$ cat src/rtl/usb_tx_sched_pkg.sv
// Shared types, field widths and helpers for the USB full-speed TX bit scheduler.
package usb_tx_sched_pkg;

  localparam int unsigned SYNC_BITS  = 8;
  localparam int unsigned PID_BITS   = 8;
  localparam int unsigned CRC16_BITS = 16;
  localparam int unsigned EOP_BITS   = 3;
  localparam int unsigned TOKEN_BITS = 32;
  localparam int unsigned HS_BITS    = 16;

  typedef enum logic [1:0] {
    PKT_TOKEN     = 2'd0,
    PKT_DATA      = 2'd1,
    PKT_HANDSHAKE = 2'd2,
    PKT_RSVD      = 2'd3
  } pkt_kind_t;

  typedef enum logic [2:0] {
    FLD_IDLE    = 3'd0,
    FLD_SYNC    = 3'd1,
    FLD_PID     = 3'd2,
    FLD_PAYLOAD = 3'd3,
    FLD_CRC     = 3'd4,
    FLD_EOP     = 3'd5
  } field_t;

  typedef enum logic [1:0] {
    ST_IDLE = 2'd0,
    ST_SEND = 2'd1,
    ST_EOP  = 2'd2,
    ST_DONE = 2'd3
  } state_t;

  // Packet length in bits, SYNC through CRC, with the DATA payload clamped.
  function automatic int unsigned total_bits(pkt_kind_t kind, logic [6:0] len,
                                             int unsigned max_bytes);
    int unsigned l;
    int unsigned t;
    l = 32'(len);
    if (l > max_bytes) l = max_bytes;
    case (kind)
      PKT_TOKEN: t = TOKEN_BITS;
      PKT_DATA:  t = (l + 4) * 8;
      default:   t = HS_BITS;
    endcase
    return t;
  endfunction

  // Field of the bit currently on the wire. TOKEN address/endp/crc5 go out as payload.
  function automatic field_t field_of(state_t st, pkt_kind_t kind, int unsigned idx,
                                      int unsigned total);
    field_t f;
    f = FLD_IDLE;
    case (st)
      ST_SEND: begin
        if (idx < SYNC_BITS)
          f = FLD_SYNC;
        else if (kind == PKT_HANDSHAKE || idx < SYNC_BITS + PID_BITS)
          f = FLD_PID;
        else if (kind == PKT_DATA && idx + CRC16_BITS >= total)
          f = FLD_CRC;
        else
          f = FLD_PAYLOAD;
      end
      ST_EOP:  f = FLD_EOP;
      default: f = FLD_IDLE;
    endcase
    return f;
  endfunction

endpackage

$ cat src/rtl/usb_tx_bit_div.sv
// Bit-period divider: counts 0..CLKS_PER_BIT-1 and flags the last clock of each period.
module usb_tx_bit_div #(
  parameter int CLKS_PER_BIT = 8
) (
  input  logic clk,
  input  logic rst,
  input  logic clr_i,
  output logic tick_o
);

  localparam int W = $clog2(CLKS_PER_BIT);

  logic [W-1:0] r_cnt;

  assign tick_o = (r_cnt == W'(CLKS_PER_BIT - 1));

  // Free-running period counter, held at zero while cleared.
  always_ff @(posedge clk) begin
    if (rst || clr_i)
      r_cnt <= '0;
    else if (tick_o)
      r_cnt <= '0;
    else
      r_cnt <= r_cnt + 1'b1;
  end

endmodule

$ cat src/rtl/usb_tx_bit_scheduler.sv
// USB full-speed TX bit scheduler: paces bit periods, tracks the bit index of one
// packet and reports which field is on the wire.
// Optional feature macro: USB_TX_SCHED_STUFF_EN (stuff bits stretch the packet).
//
//  state | meaning
//  IDLE  | waiting for start_i, ready_o=1
//  SEND  | shifting SYNC..CRC, bit_idx advances on each non-stuff tick
//  EOP   | three end-of-packet periods (SE0, SE0, J)
//  DONE  | single cycle, done_o pulses, then back to IDLE
//
// All state changes act on the registered tick, so bit_idx_o/field_o still show the
// bit that is ending while bit_tick_o is high.
module usb_tx_bit_scheduler
  import usb_tx_sched_pkg::*;
#(
  parameter int CLKS_PER_BIT   = 8,
  parameter int MAX_DATA_BYTES = 64,
  parameter int CNT_W          = 10
) (
  input  logic             clk,
  input  logic             rst,
  input  logic             start_i,
  input  logic [1:0]       pkt_kind_i,
  input  logic [6:0]       data_len_i,
  input  logic             abort_i,
  input  logic             stuff_i,
  output logic             ready_o,
  output logic             bit_tick_o,
  output logic             byte_tick_o,
  output logic [CNT_W-1:0] bit_idx_o,
  output logic [2:0]       field_o,
  output logic             done_o
);

  state_t           r_state;
  pkt_kind_t        r_kind;
  logic [CNT_W-1:0] r_idx;
  logic [CNT_W-1:0] r_total;
  logic [1:0]       r_eop_cnt;
  logic             r_bit_tick;
  logic             r_ready;
  logic             r_done;

  logic             w_div_tick;
  logic             w_div_clr;
  logic             w_stuff;
  pkt_kind_t        w_kind;
  field_t           w_field;

`ifdef USB_TX_SCHED_STUFF_EN
  assign w_stuff = stuff_i;
`else
  logic w_unused_stuff;
  assign w_unused_stuff = stuff_i;
  assign w_stuff        = 1'b0;
`endif

  // Reserved kind behaves like a handshake.
  assign w_kind = (pkt_kind_t'(pkt_kind_i) == PKT_RSVD) ? PKT_HANDSHAKE
                                                        : pkt_kind_t'(pkt_kind_i);

  // Divider runs only while a packet is on the wire; abort restarts it immediately.
  assign w_div_clr = !(r_state == ST_SEND || r_state == ST_EOP) || abort_i;

  usb_tx_bit_div #(
    .CLKS_PER_BIT(CLKS_PER_BIT)
  ) u_div (
    .clk   (clk),
    .rst   (rst),
    .clr_i (w_div_clr),
    .tick_o(w_div_tick)
  );

  // Packet sequencing, bit index and EOP period counters.
  always_ff @(posedge clk) begin
    if (rst) begin
      r_state    <= ST_IDLE;
      r_kind     <= PKT_TOKEN;
      r_idx      <= '0;
      r_total    <= '0;
      r_eop_cnt  <= '0;
      r_bit_tick <= 1'b0;
      r_ready    <= 1'b1;
      r_done     <= 1'b0;
    end else begin
      r_bit_tick <= 1'b0;
      r_done     <= 1'b0;
      case (r_state)
        ST_IDLE: begin
          if (start_i) begin
            r_state <= ST_SEND;
            r_ready <= 1'b0;
            r_idx   <= '0;
            r_kind  <= w_kind;
            r_total <= CNT_W'(total_bits(w_kind, data_len_i, MAX_DATA_BYTES));
          end
        end
        ST_SEND: begin
          if (abort_i) begin
            r_state <= ST_IDLE;
            r_ready <= 1'b1;
            r_idx   <= '0;
          end else begin
            r_bit_tick <= w_div_tick;
            if (r_bit_tick && !w_stuff) begin
              if (r_idx == r_total - 1'b1) begin
                r_state   <= ST_EOP;
                r_eop_cnt <= 2'(EOP_BITS - 1);
              end else begin
                r_idx <= r_idx + 1'b1;
              end
            end
          end
        end
        ST_EOP: begin
          if (abort_i) begin
            r_state <= ST_IDLE;
            r_ready <= 1'b1;
            r_idx   <= '0;
          end else begin
            r_bit_tick <= w_div_tick;
            if (r_bit_tick) begin
              if (r_eop_cnt == 2'd0) begin
                r_state <= ST_DONE;
                r_done  <= 1'b1;
              end else begin
                r_eop_cnt <= r_eop_cnt - 1'b1;
              end
            end
          end
        end
        default: begin
          r_state <= ST_IDLE;
          r_ready <= 1'b1;
          r_idx   <= '0;
        end
      endcase
    end
  end

  assign w_field = field_of(r_state, r_kind, 32'(r_idx), 32'(r_total));

  assign ready_o     = r_ready;
  assign bit_tick_o  = r_bit_tick;
  assign byte_tick_o = r_bit_tick && (r_state == ST_SEND) && (r_idx[2:0] == 3'd7) && !w_stuff;
  assign bit_idx_o   = r_idx;
  assign field_o     = w_field;
  assign done_o      = r_done;

endmodule
$ cat config.mk
export PLATFORM = sky130hd
export DESIGN_NAME = usb_tx_bit_scheduler
export DESIGN_NICKNAME = d
export VERILOG_FILES = /design/src/rtl/usb_tx_sched_pkg.sv /design/src/rtl/usb_tx_bit_div.sv /design/src/rtl/usb_tx_bit_scheduler.sv
export SDC_FILE = /design/constraint.sdc
export NUM_CORES = 1
export LEC_CHECK = 0
export CORE_MARGIN = 5
export CORE_UTILIZATION = 32
export DETAILED_ROUTE_END_ITERATION = 12
export PLACE_DENSITY_LB_ADDON = 0.25
export RECOVER_POWER = 25
export SYNTH_ARGS = -nofsm -noshare
export SYNTH_HDL_FRONTEND = slang
export SYNTH_SLANG_ARGS = --single-unit
$ cat constraint.sdc
create_clock -name clk -period 2.3 [get_ports clk]
set_input_delay 0.23 -clock clk [delete_from_list [all_inputs] [get_ports clk]]
set_output_delay 0.23 -clock clk [all_outputs]
set_load 0.02 [all_outputs]
==> flow_metrics.env <==
export IMPL_yosysWarnings=0
export IMPL_clkTransAtPathRegs_ns=0.07
export IMPL_cts_tree="built"
export IMPL_hold_slack_ns=0.439
export IMPL_whs_endpoint="u_div.r_cnt[0]"
export IMPL_overflow=0
export IMPL_ios=31
export IMPL_reg2reg_depth=10
export IMPL_areaGrowthSynthToFinish_pct=60.5
export IMPL_cts_buffers=5
export IMPL_synthesis_nets=284
export IMPL_wl_mm=5.93
export IMPL_hold_start="u_div.r_cnt[0]"
export IMPL_tightest_slew_ns=0.556
export IMPL_drc=0
export IMPL_run_status="finished, violations left"
export IMPL_viasPerCell=5.04
export IMPL_setup_viol=16
export IMPL_synth_main_ff_cell="dfxtp_1"
export IMPL_grt_pass1_wl_mm=9.78
export IMPL_fin_area_um2=3180
export IMPL_fin_util_pct=53.4
export IMPL_ys_types=45
export IMPL_p_leak_nw=1.33
export IMPL_hold_viol_final=0
export IMPL_crit_type="reg2out"
export IMPL_grt_pass1_vias=2036
export IMPL_die_area_um2=7870
export IMPL_ant_nets=0
export IMPL_synth_edf_count=0
export IMPL_synth_seq_cells=29
export IMPL_post_place_ws_ns=-0.603
export IMPL_slew_violations=0
export IMPL_placed_area_um2=2690
export IMPL_worstPathArrival_ns=2.44
export IMPL_start_util_pct=33.3
export IMPL_cts_path_max_buffers=2
export IMPL_worstHoldPathType="reg2reg"
export IMPL_htree_levels=2
export IMPL_r2r_slack_ns=-0.19
export IMPL_min_period_ns=2.67
export IMPL_cts_sinks=29
export IMPL_violations="setup timing"
export IMPL_holdBufCountCts=0
export IMPL_setup_slack_ns=-0.369
export IMPL_slew_headroom_pct=62.8
export IMPL_period_share_pct=116
export IMPL_first_iter_violations=82
export IMPL_required_ns=2.07
export IMPL_synth_seq_area_share_pct=29.3
export IMPL_whs_path_depth=1
export IMPL_r2r_start="r_total[3]"
export IMPL_path_max_fanout=5
export IMPL_grt_antenna_before_repair=0
export IMPL_place_gp_congestion=0.798
export IMPL_drive_gt1_share_pct=32.3
export IMPL_cp_end_kind="primary output"
export IMPL_grt_max_degree=22
export IMPL_nNetsFinal=369
export IMPL_setup_worst_path_start_class="register"
export IMPL_vias=2063
export IMPL_cts_root_buf="clkbuf_8"
export IMPL_reg2reg_to="r_state[1]"
export IMPL_io_buffers=29
export IMPL_die_x_um=88.7
export IMPL_ys_async_sr_fraction_pct=0
export IMPL_finClkSkew_ns=0.00330
export IMPL_rsz0062_at_grt="true"
export IMPL_antennaDiodeCount=0
export IMPL_synth_area_um2=1980
export IMPL_grt_usage_pct=16.0
export IMPL_row_count=28
export IMPL_core_area_um2=5960
export IMPL_dp_final_hpwl_mm=4.21
export IMPL_maxCapViolations=0
export IMPL_die_h_um=88.7
export IMPL_clock_fmax_mhz=375
export IMPL_syn_avg_cell_area_um2=7.99
export IMPL_ir_worst_vdd_mv=0.447
export IMPL_routedWlPerCell_um=14.5
export IMPL_dr_pass1_iters=4
export IMPL_power_total_w=0.00182
export IMPL_p_per_area_nw_per_um2=571
export IMPL_syn_inst=248
export IMPL_clock_latency_ns=0.28
[sequential cells by signal, indices dropped and copies added, names as in the netlist]
register and count:
bit_idx_o 10, r_total 7, u_div.r_cnt 3, r_eop_cnt 2, r_kind 2, r_state 2, bit_tick_o 1, done_o 1
ready_o 1
[cell families after synthesis]
kind of cell	Yosys count	share of synthesized area, %
simple gates	100	26.0
mux	2	1.01
buf+inv	30	5.74
compound gates	52	18.3
fa+ha+maj	22	13.9
flops	29	29.3
xor+xnor	13	5.74
[critical path: stages (launching register included)]
cell,delay (ns)
dfxtp_4,0.36
and3_4,0.18
and3_4,0.19
xnor2_2,0.13
ha_1,0.31
a21oi_2,0.16
o21ai_1,0.08
and2_4,0.14
a41o_4,0.26
o31ai_4,0.20
buf_6,0.15
[final cells by class]
cell class / count / area (um^2)
clock buffer: 6 / 93.8
multi-input combinational: 189 / 1540
timing repair buffer: 85 / 744
inverter: 23 / 86.3
fill: 563 / 2770
clock inverter: 2 / 35.0
sequential: 29 / 593
tap: 75 / 93.8
[what timing repair did]
item	4_1_cts	5_1_grt
pin swaps	25	5
setup buffers	14	3
setup endpoints to repair	17	17
hold endpoints to repair	0	0
resized for setup	55	16
gates cloned	1	0
[through the flow]
| stage | instances | TNS, ns |
|---|---|---|
| 2_1_floorplan | 248 | -0.138 |
| 3_3_place_gp | 385 | -4.14 |
| 3_5_place_dp | 385 | -5.29 |
| 4_1_cts | 407 | -1.98 |
| 5_1_grt | 409 | -3.92 |
| 6_report | 409 | -2.22 |
[cell usage after synthesis, drive strengths merged (4+ instances only)]
cell | count | share of area (%)
a21o | 4 | 1.5
a21oi | 17 | 4.3
and2 | 5 | 1.6
and3 | 7 | 2.2
clkbuf | 5 | 0.95
dfxtp | 29 | 29
ha | 22 | 14
inv | 23 | 4.4
nand2 | 20 | 3.8
nand2b | 5 | 1.6
nand3 | 11 | 2.8
nand4 | 4 | 1.3
nor2 | 21 | 4.0
nor2b | 5 | 1.6
nor3 | 7 | 1.8
nor3b | 4 | 1.5
o21ai | 7 | 1.8
xnor2 | 9 | 4.0
xor2 | 4 | 1.8
[cell usage in the layout (no fill, tap or decap), types with 3 or more instances in the layout]
cell and n:
a211oi_1 3, a21o_1 4, a21oi_1 15, and2_1 4, and3_1 5, buf_4 44
buf_6 13, clkbuf_8 5, clkdlybuf4s50_1 26, dfxtp_1 23, dfxtp_2 4, ha_1 19
ha_4 3, inv_1 22, nand2_1 20, nand2b_1 5, nand3_1 6, nand3_2 4
nand4_1 4, nor2_1 21, nor2b_1 5, nor3_1 4, o21a_1 3, o21ai_0 3
xnor2_1 5, xnor2_2 3, xor2_1 4
[per-layer routing]
| layer | vias up | track usage, % | wire (um) |
|---|---|---|---|
| li1 | 1048 | - | - |
| met1 | 966 | 20.4 | 2640 |
| met2 | 35 | 25.4 | 2970 |
| met3 | 14 | 3.07 | 162 |
| met4 | 0 | 8.24 | 166 |
| met5 | - | 0 | 0 |
[how the worst max path moves through the flow]
| stage | start | to | cells past startpoint |
|---|---|---|---|
| floorplan | bit_idx_o[6] | field_o[0] | 10 |
| global placement | bit_idx_o[4] | field_o[0] | 10 |
| detailed placement | bit_idx_o[4] | field_o[0] | 10 |
| CTS | bit_idx_o[4] | field_o[0] | 10 |
| global route | bit_idx_o[4] | field_o[0] | 10 |
| finish | bit_idx_o[4] | field_o[0] | 10 |
[report_power, final]
part	switching, W	internal [W]	leakage (nW)
registers	0.0000212	0.000529	0.238
logic	0.000345	0.000335	1.02
clock network	0.000202	0.000386	0.0663
No activity file was read; power rests on OpenSTA's default activity.
